**config.mk**
```make
export PLATFORM = sky130hd
export DESIGN_NAME = serial_alu_ctrl_flat
export DESIGN_NICKNAME = d
export VERILOG_FILES = /design/src/rtl/serial_alu_ctrl_if.sv /design/src/rtl/serial_alu_ctrl.sv /design/src/flat_wrapper.sv
export SDC_FILE = /design/constraint.sdc
export NUM_CORES = 1
export LEC_CHECK = 0
export CELL_PAD_IN_SITES_DETAIL_PLACEMENT = 2
export CELL_PAD_IN_SITES_GLOBAL_PLACEMENT = 2
export CORE_MARGIN = 4
export CORE_UTILIZATION = 32
export CTS_CLUSTER_DIAMETER = 150
export DETAILED_ROUTE_END_ITERATION = 10
export PLACE_DENSITY = 0.94
export SLEW_MARGIN = 10
export SYNTH_ARGS = -nofsm -noshare
export SYNTH_HDL_FRONTEND = slang
export SYNTH_SLANG_ARGS = --single-unit
```
**constraint.sdc**
```tcl
create_clock -name clk -period 5.99 [get_ports clk]
set_clock_uncertainty 0.05 [all_clocks]
set_input_delay 1.198 -clock clk [delete_from_list [all_inputs] [get_ports clk]]
set_output_delay 1.198 -clock clk [all_outputs]
set_load 0.02 [all_outputs]
```
**src/rtl/serial_alu_ctrl_if.sv**
```systemverilog
// Bus bundle for the bit-serial ALU sequencer: request side (start/op/a/b)
// and registered response side (busy/done/result/flags), plus FSM state
// visibility for debug.
//
// Handshake: start is a request that is sampled only while the sequencer
// is idle (busy=0, done=0). A start seen in any other state is dropped,
// not queued. done is a one-cycle pulse; result, carry_out and zero are
// valid from that pulse onward and are held until the next completion.
interface serial_alu_ctrl_if;
  logic       start;
  logic [2:0] op;
  logic [7:0] a;
  logic [7:0] b;
  logic       busy;
  logic       done;
  logic [7:0] result;
  logic       carry_out;
  logic       zero;
  logic [1:0] state;

  modport master (
    output start, op, a, b,
    input  busy, done, result, carry_out, zero, state
  );

  modport slave (
    input  start, op, a, b,
    output busy, done, result, carry_out, zero, state
  );
endinterface

```
**src/rtl/serial_alu_ctrl.sv**
```systemverilog
// Bit-serial sequencer for the 8-bit ALU. One 1-bit adder/subtractor/logic
// slice is reused across the eight operand bits, LSB first, one bit per
// clock. Result bits shift into a register MSB-in so bit 0 lands at [0].
module serial_alu_ctrl (
  input  logic             clk,
  input  logic             rst,
  serial_alu_ctrl_if.slave bus
);

  localparam logic [1:0] S_IDLE = 2'd0;
  localparam logic [1:0] S_RUN  = 2'd1;
  localparam logic [1:0] S_DONE = 2'd2;

  localparam logic [2:0] OP_ADD = 3'b000;
  localparam logic [2:0] OP_SUB = 3'b001;
  localparam logic [2:0] OP_AND = 3'b010;
  localparam logic [2:0] OP_OR  = 3'b011;
  localparam logic [2:0] OP_XOR = 3'b100;
  localparam logic [2:0] OP_NOT = 3'b101;
  localparam logic [2:0] OP_INC = 3'b110;
  localparam logic [2:0] OP_DEC = 3'b111;

  logic [1:0] state, state_nx;
  logic [2:0] cnt;
  logic [2:0] op_r;
  logic [7:0] a_r, b_r, sr;
  logic       c_r;
  logic [7:0] result_r;
  logic       carry_r, zero_r;

  logic       ak, bk, x, bit_k, c_nx, arith;
  logic [7:0] final_val;

  // State register.
  always_ff @(posedge clk) begin
    if (rst) state <= S_IDLE;
    else     state <= state_nx;
  end

  // Next-state logic: start only matters in IDLE; DONE lasts one cycle.
  always_comb begin
    state_nx = state;
    case (state)
      S_IDLE:  if (bus.start) state_nx = S_RUN;
      S_RUN:   if (cnt == 3'd7) state_nx = S_DONE;
      S_DONE:  state_nx = S_IDLE;
      default: state_nx = S_IDLE;
    endcase
  end

  // FSM outputs.
  always_comb begin
    bus.busy  = (state == S_RUN);
    bus.done  = (state == S_DONE);
    bus.state = state;
  end

  // One-bit slice: sum/difference and carry/borrow for the current bit.
  always_comb begin
    ak    = a_r[cnt];
    bk    = b_r[cnt];
    x     = ak ^ bk;
    bit_k = 1'b0;
    c_nx  = 1'b0;
    arith = 1'b0;
    case (op_r)
      OP_ADD, OP_INC: begin
        arith = 1'b1;
        bit_k = x ^ c_r;
        c_nx  = (ak & bk) | (c_r & x);
      end
      OP_SUB, OP_DEC: begin
        arith = 1'b1;
        bit_k = x ^ c_r;
        c_nx  = (~ak & bk) | (c_r & ~x);
      end
      OP_AND:  bit_k = ak & bk;
      OP_OR:   bit_k = ak | bk;
      OP_XOR:  bit_k = x;
      OP_NOT:  bit_k = ~ak;
      default: bit_k = 1'b0;
    endcase
    final_val = {bit_k, sr[7:1]};
  end

  // Datapath: capture in IDLE, one shift per RUN cycle, publish on last bit.
  // INC/DEC reuse the adder with b forced to zero and carry-in of one.
  always_ff @(posedge clk) begin
    if (rst) begin
      cnt      <= 3'd0;
      op_r     <= 3'd0;
      a_r      <= 8'h00;
      b_r      <= 8'h00;
      c_r      <= 1'b0;
      sr       <= 8'h00;
      result_r <= 8'h00;
      carry_r  <= 1'b0;
      zero_r   <= 1'b1;
    end else begin
      case (state)
        S_IDLE: begin
          if (bus.start) begin
            op_r <= bus.op;
            a_r  <= bus.a;
            b_r  <= (bus.op[2] & bus.op[1]) ? 8'h00 : bus.b;
            c_r  <= bus.op[2] & bus.op[1];
            cnt  <= 3'd0;
          end
        end
        S_RUN: begin
          sr  <= final_val;
          c_r <= c_nx;
          cnt <= cnt + 3'd1;
          if (cnt == 3'd7) begin
            result_r <= final_val;
            carry_r  <= arith ? c_nx : 1'b0;
            zero_r   <= (final_val == 8'h00);
          end
        end
        default: ;
      endcase
    end
  end

  assign bus.result    = result_r;
  assign bus.carry_out = carry_r;
  assign bus.zero      = zero_r;

endmodule

```
**src/flat_wrapper.sv**
```systemverilog
// flat-port wrapper written by rule: the top's interface ports become plain ports
module serial_alu_ctrl_flat 
  (clk, rst, bus_start, bus_op, bus_a, bus_b, bus_busy, bus_done, bus_result, bus_carry_out, bus_zero, bus_state);
  serial_alu_ctrl_if bus_i ();
  input  logic clk;
  input  logic rst;
  input wire logic [$bits(bus_i.start)-1:0] bus_start;
  input wire logic [$bits(bus_i.op)-1:0] bus_op;
  input wire logic [$bits(bus_i.a)-1:0] bus_a;
  input wire logic [$bits(bus_i.b)-1:0] bus_b;
  output wire logic [$bits(bus_i.busy)-1:0] bus_busy;
  output wire logic [$bits(bus_i.done)-1:0] bus_done;
  output wire logic [$bits(bus_i.result)-1:0] bus_result;
  output wire logic [$bits(bus_i.carry_out)-1:0] bus_carry_out;
  output wire logic [$bits(bus_i.zero)-1:0] bus_zero;
  output wire logic [$bits(bus_i.state)-1:0] bus_state;
  assign bus_i.start = bus_start;
  assign bus_i.op = bus_op;
  assign bus_i.a = bus_a;
  assign bus_i.b = bus_b;
  assign bus_busy = bus_i.busy;
  assign bus_done = bus_i.done;
  assign bus_result = bus_i.result;
  assign bus_carry_out = bus_i.carry_out;
  assign bus_zero = bus_i.zero;
  assign bus_state = bus_i.state;
  serial_alu_ctrl u_core (.clk(clk), .rst(rst), .bus(bus_i));
endmodule
```
; After elaboration in Yosys (flattened, before gate mapping)
; Cells that the tools add are included.
[word_totals]
regBits = 43
input_bits = 22
output_inout_bits = 14
word_cells = 63
[op_classes]
n_addsub = 1
n_lt_le_gt_ge = 1
n_eq_ne = 12
muxes = 16
bitwise_logic = 12
reduce_logical = 11
[op_table]
columns = cell, count
row1 = 3-bit == test (second input constant), 5
row2 = 8-bit logical NOT, 1
row3 = 8-bit 2-to-1 mux, 1
row4 = 2-bit AND reduction, 4
row5 = 1-bit binary-select mux with 3-bit select, 2
row6 = 3-bit by 2-bit == test with 1-bit output (second input constant), 2
row7 = 3-bit case mux with 2 select lines, 1
row8 = 1-bit bitwise AND, 5
row9 = 1-bit 2-to-1 mux, 5
row10 = 1-bit case mux with 5 select lines, 1
row11 = 3-bit by 4-bit < comparator with 1-bit output (second input constant), 1
row12 = 2-bit 2-to-1 mux, 2
row13 = 1-bit case mux with 2 select lines, 2
row14 = 2-bit case mux with 2 select lines, 1
row15 = 2-bit OR reduction, 2
row16 = 4-bit OR reduction, 1
row17 = 3-bit by 1-bit adder with 3-bit output (second input constant), 1
row18 = 3-bit by 1-bit == test with 1-bit output (second input constant), 1
row19 = 3-bit logical NOT, 1
row20 = 3-bit 2-to-1 mux, 1
row21 = 1-bit OR, 3
row22 = 2-bit by 1-bit == test with 1-bit output (second input constant), 1
row23 = 2-bit == test (second input constant), 1
row24 = 2-bit logical NOT, 1
row25 = 5 further kinds, 7

; Depth between registers and ports, before layout
[logic_depth]
ltp_word = 8
depth_mapped = 9
depth_no_buf = 8

; Worst setup path after synthesis
; OpenSTA, ideal clock, no wires.
[synth_timing]
path_kind = register to output
startpoint = reg u_core.state[0], in the netlist u_core.bus.state[0]
endpoint = out bus_busy
arrival_time_ns = 1.244
t_required_ns = 4.742
slack_ns = 3.498
path_stages_with_launch = 5
path_buffers = 2
path_cell_list = dfxtp_1 -> nand2b_1 -> clkbuf_1 -> inv_2 -> clkbuf_1
[synth_between]
elab_chain_len = 1
[synth_lines]
columns = item, line
row1 = from (decl), serial_alu_ctrl.sv:23  ; logic [1:0] state, state_nx;
row2 = from (signal assigned), serial_alu_ctrl.sv:37  ; else state <= state_nx;
row3 = 2-bit by 1-bit == test with 1-bit output, serial_alu_ctrl.sv:53  ; bus.busy = (state == S_RUN);
row4 = to (decl), flat_wrapper.sv:11  ; output wire logic [$bits(bus_i.busy)-1:0] bus_busy;
; Every way passes these cells.

; Worst setup path in the final report
; Ends and elaborated chain as after synthesis.

==> flow_metrics.py <==
metrics = {
    "yosys": {
        "synth_area_sq_mm": 0.00181,
        "synth_seq_cells": 42,
        "synthFlopType": "dfxtp_1",
        "yosysWarnings": 0,
        "syn_nets": 243,
        "yosysUniqueCellTypes": 32,
        "syn_area_per_cell_sq_um": 8.43,
        "synth-seq-area-share": 0.464,
        "async_flop_share": 0,
        "synth_edf_count": 0,
        "synthCells": 215,
    },
    "clocking": {
        "holdBufCountCts": 0,
        "cts_tree": "built",
        "cts-root-buf": "clkbuf_8",
        "cts_buffers": 5,
        "htreeDepth": 2,
        "cts.clk_slew.worst_paths_ps": 90,
        "cts.sinks": 42,
        "clk_latency_ps": 300,
        "cts_resized": 0,
        "cts.path.max_buffers": 2,
        "cts_setup_buffers": 0,
    },
    "layout": {
        "final_common_cell": "nand2_1",
        "final_nets": 274,
        "layout-drive-gt1-share": 0.0648,
        "antenna_cells": 0,
        "area_growth_pct": 27.4,
        "final_cell_mix": "nand2_1 (61), dfxtp_1 (42), a21oi_1 (36)",
        "utilization": 0.419,
    },
    "detailed_routing": {
        "finalWirelength_um": 5360,
        "drt-vias-per-instance": 5.10,
        "dr_total_vias": 1626,
        "postRouteAntennaNets": 0,
        "drc": 0,
        "drtPass1Iterations": 3,
        "drtIter0Drc": 72,
        "wl_per_cell_um": 16.8,
    },
    "sta": {
        "slew_headroom": 0.470,
        "hold_viol": 0,
        "finalSetupTns_ps": 0,
        "worst_pin_slew_ps": 794,
        "rsz0062_at_grt": "false",
        "drv_slew": 0,
        "fin_crit_sh": 0.556,
        "setup_viol": 0,
        "clock.fmax_mhz": 300,
        "finalCriticalPeriod_ps": 3330,
    },
    "placement": {
        "hpwl_um": 3960,
        "gp_congestion": 0.692,
        "port_buffers": 35,
    },
    "die": {
        "die-height_um": 83.3,
        "start_util": 0.329,
        "core_area_sq_mm": 0.00551,
        "die_w_um": 83.3,
        "io_pins": 36,
        "die_area_sq_mm": 0.00693,
        "rows": 27,
    },
    "global_route": {
        "gr-usage-met2": 0.298,
        "grt_pass1_wl_um": 8870,
        "grt_remaining_overflow": 0,
        "grt_busiest_layer": "met2",
        "grt_pass1_vias": 1794,
        "grt_max_degree": 26,
        "use_met3": 0.0347,
        "antenna_found_initial": 0,
        "grt_usage": 0.161,
        "met1_usage": 0.173,
    },
    "pwr": {
        "p_leak_nw": 0.829,
        "power.density_mw_per_mm2": 242,
        "vdd_drop_max_uv": 88.6,
    },
    "hold_path": {
        "hold_path.class": "flop to flop",
    },
    "flow_run": {
        "max-cap-violations": 0,
    },
    "worst_setup_path": {
        "path_max_fanout": 13,
        "crit_type": "flop to output pin",
        "arrival_ps": 2080,
        "crit_path_start_kind": "flop",
        "required_ps": 4740,
        "rrSetupSlack_ps": 3000,
        "setup.worst_path.end_class": "output pin",
    },
    "run_status": {
        "status": "complete, no violations",
    },
}
## layout make-up
type | count | area [sq um]
Multi-Input combinational cell | 154 | 905
Timing Repair Buffer | 36 | 358
Clock buffer | 5 | 68.8
Clock inverter | 3 | 21.3
Sequential cell | 42 | 841
Inverter | 7 | 26.3
Fill cell | 608 | 3200
Tap cell | 72 | 90.1
## report_power, final
| group | switching (mW) | leakage, nW | internal, mW |
|---|---|---|---|
| logic | 0.0403 | 0.443 | 0.0337 |
| clock network | 0.104 | 0.0441 | 0.0819 |
| registers | 0.0105 | 0.342 | 0.289 |
| total | 0.155 | 0.829 | 0.405 |
## sequential cells by signal, summed over array words and instances (netlist names)
signal and cells:
u_core.bus.zero 1, u_core.bus.carry_out 1, u_core.bus.result 8, u_core.sr 7
u_core.op_r 3, u_core.c_r 1, u_core.a_r 8, u_core.b_r 8
u_core.cnt 3, u_core.bus.state 2
## synth_stat cells (2+ instances only)
| cell | count | area (sq um) |
|---|---|---|
| mux2_4 | 3 | 45.0 |
| ha_1 | 4 | 50.1 |
| a31oi_1 | 2 | 12.5 |
| dfxtp_1 | 42 | 841 |
| inv_1 | 5 | 18.8 |
| inv_2 | 2 | 7.51 |
| mux2i_1 | 3 | 30.0 |
| nand3_1 | 9 | 45.0 |
| a311oi_1 | 2 | 17.5 |
| clkbuf_1 | 10 | 37.5 |
| a21oi_1 | 36 | 180 |
| a22oi_1 | 2 | 15.0 |
| mux4_1 | 2 | 52.6 |
| fa_1 | 2 | 40.0 |
| nor2_1 | 14 | 52.6 |
| nand2_1 | 61 | 229 |
## critical path, stage by stage (launching register included)
cell and delay, ps:
dfxtp_1 510, nand2b_1 310, inv_2 280, clkdlybuf4s50_1 660
## path summary, 6_finish.rpt
| path | from | to | cells past startpoint |
|---|---|---|---|
| worst max-delay path | u_core.bus.state[0] | bus_busy | 3 |
| worst max register to register | u_core.cnt[0] | u_core.bus.result[7] | 6 |
| worst min register to register | u_core.bus.result[2] | u_core.bus.result[2] | 2 |
| worst min-delay path | u_core.bus.result[2] | u_core.bus.result[2] | 2 |
## kinds of logic (layout without fill, tap and decap cells)
| kind of cell | count (synthesis) | in the layout | share of synthesized area |
|---|---|---|---|
| AND/OR/NAND/NOR | 91 | 91 | 0.206 |
| adder cells (fa/ha/maj) | 6 | 6 | 0.0497 |
| flip-flops | 42 | 42 | 0.464 |
| multiplexers | 10 | 10 | 0.0890 |
| AO/OA/AOI/OAI | 47 | 47 | 0.148 |
| buffers and inverters | 19 | 51 | 0.0435 |
## metal layers
layer,routed length [um],up-vias
met3,142,12
met4,146,0
li1,-,787
met1,2180,800
met2,2890,27
met5,0,-
## per-stage QoR
stage	hold WS (ps)	total power [mW]	worst slack (ps)	instances	instance area, sq um
final	410	0.560	2660	319	2310
after global routing	432	0.589	2450	319	2310
after CTS	415	0.568	2680	319	2300
after detailed placement	403	0.380	2620	311	2210
after global placement	387	0.374	2810	311	2210
after floorplan	377	0.347	3500	215	1810
(Power assumes the default switching activity.)
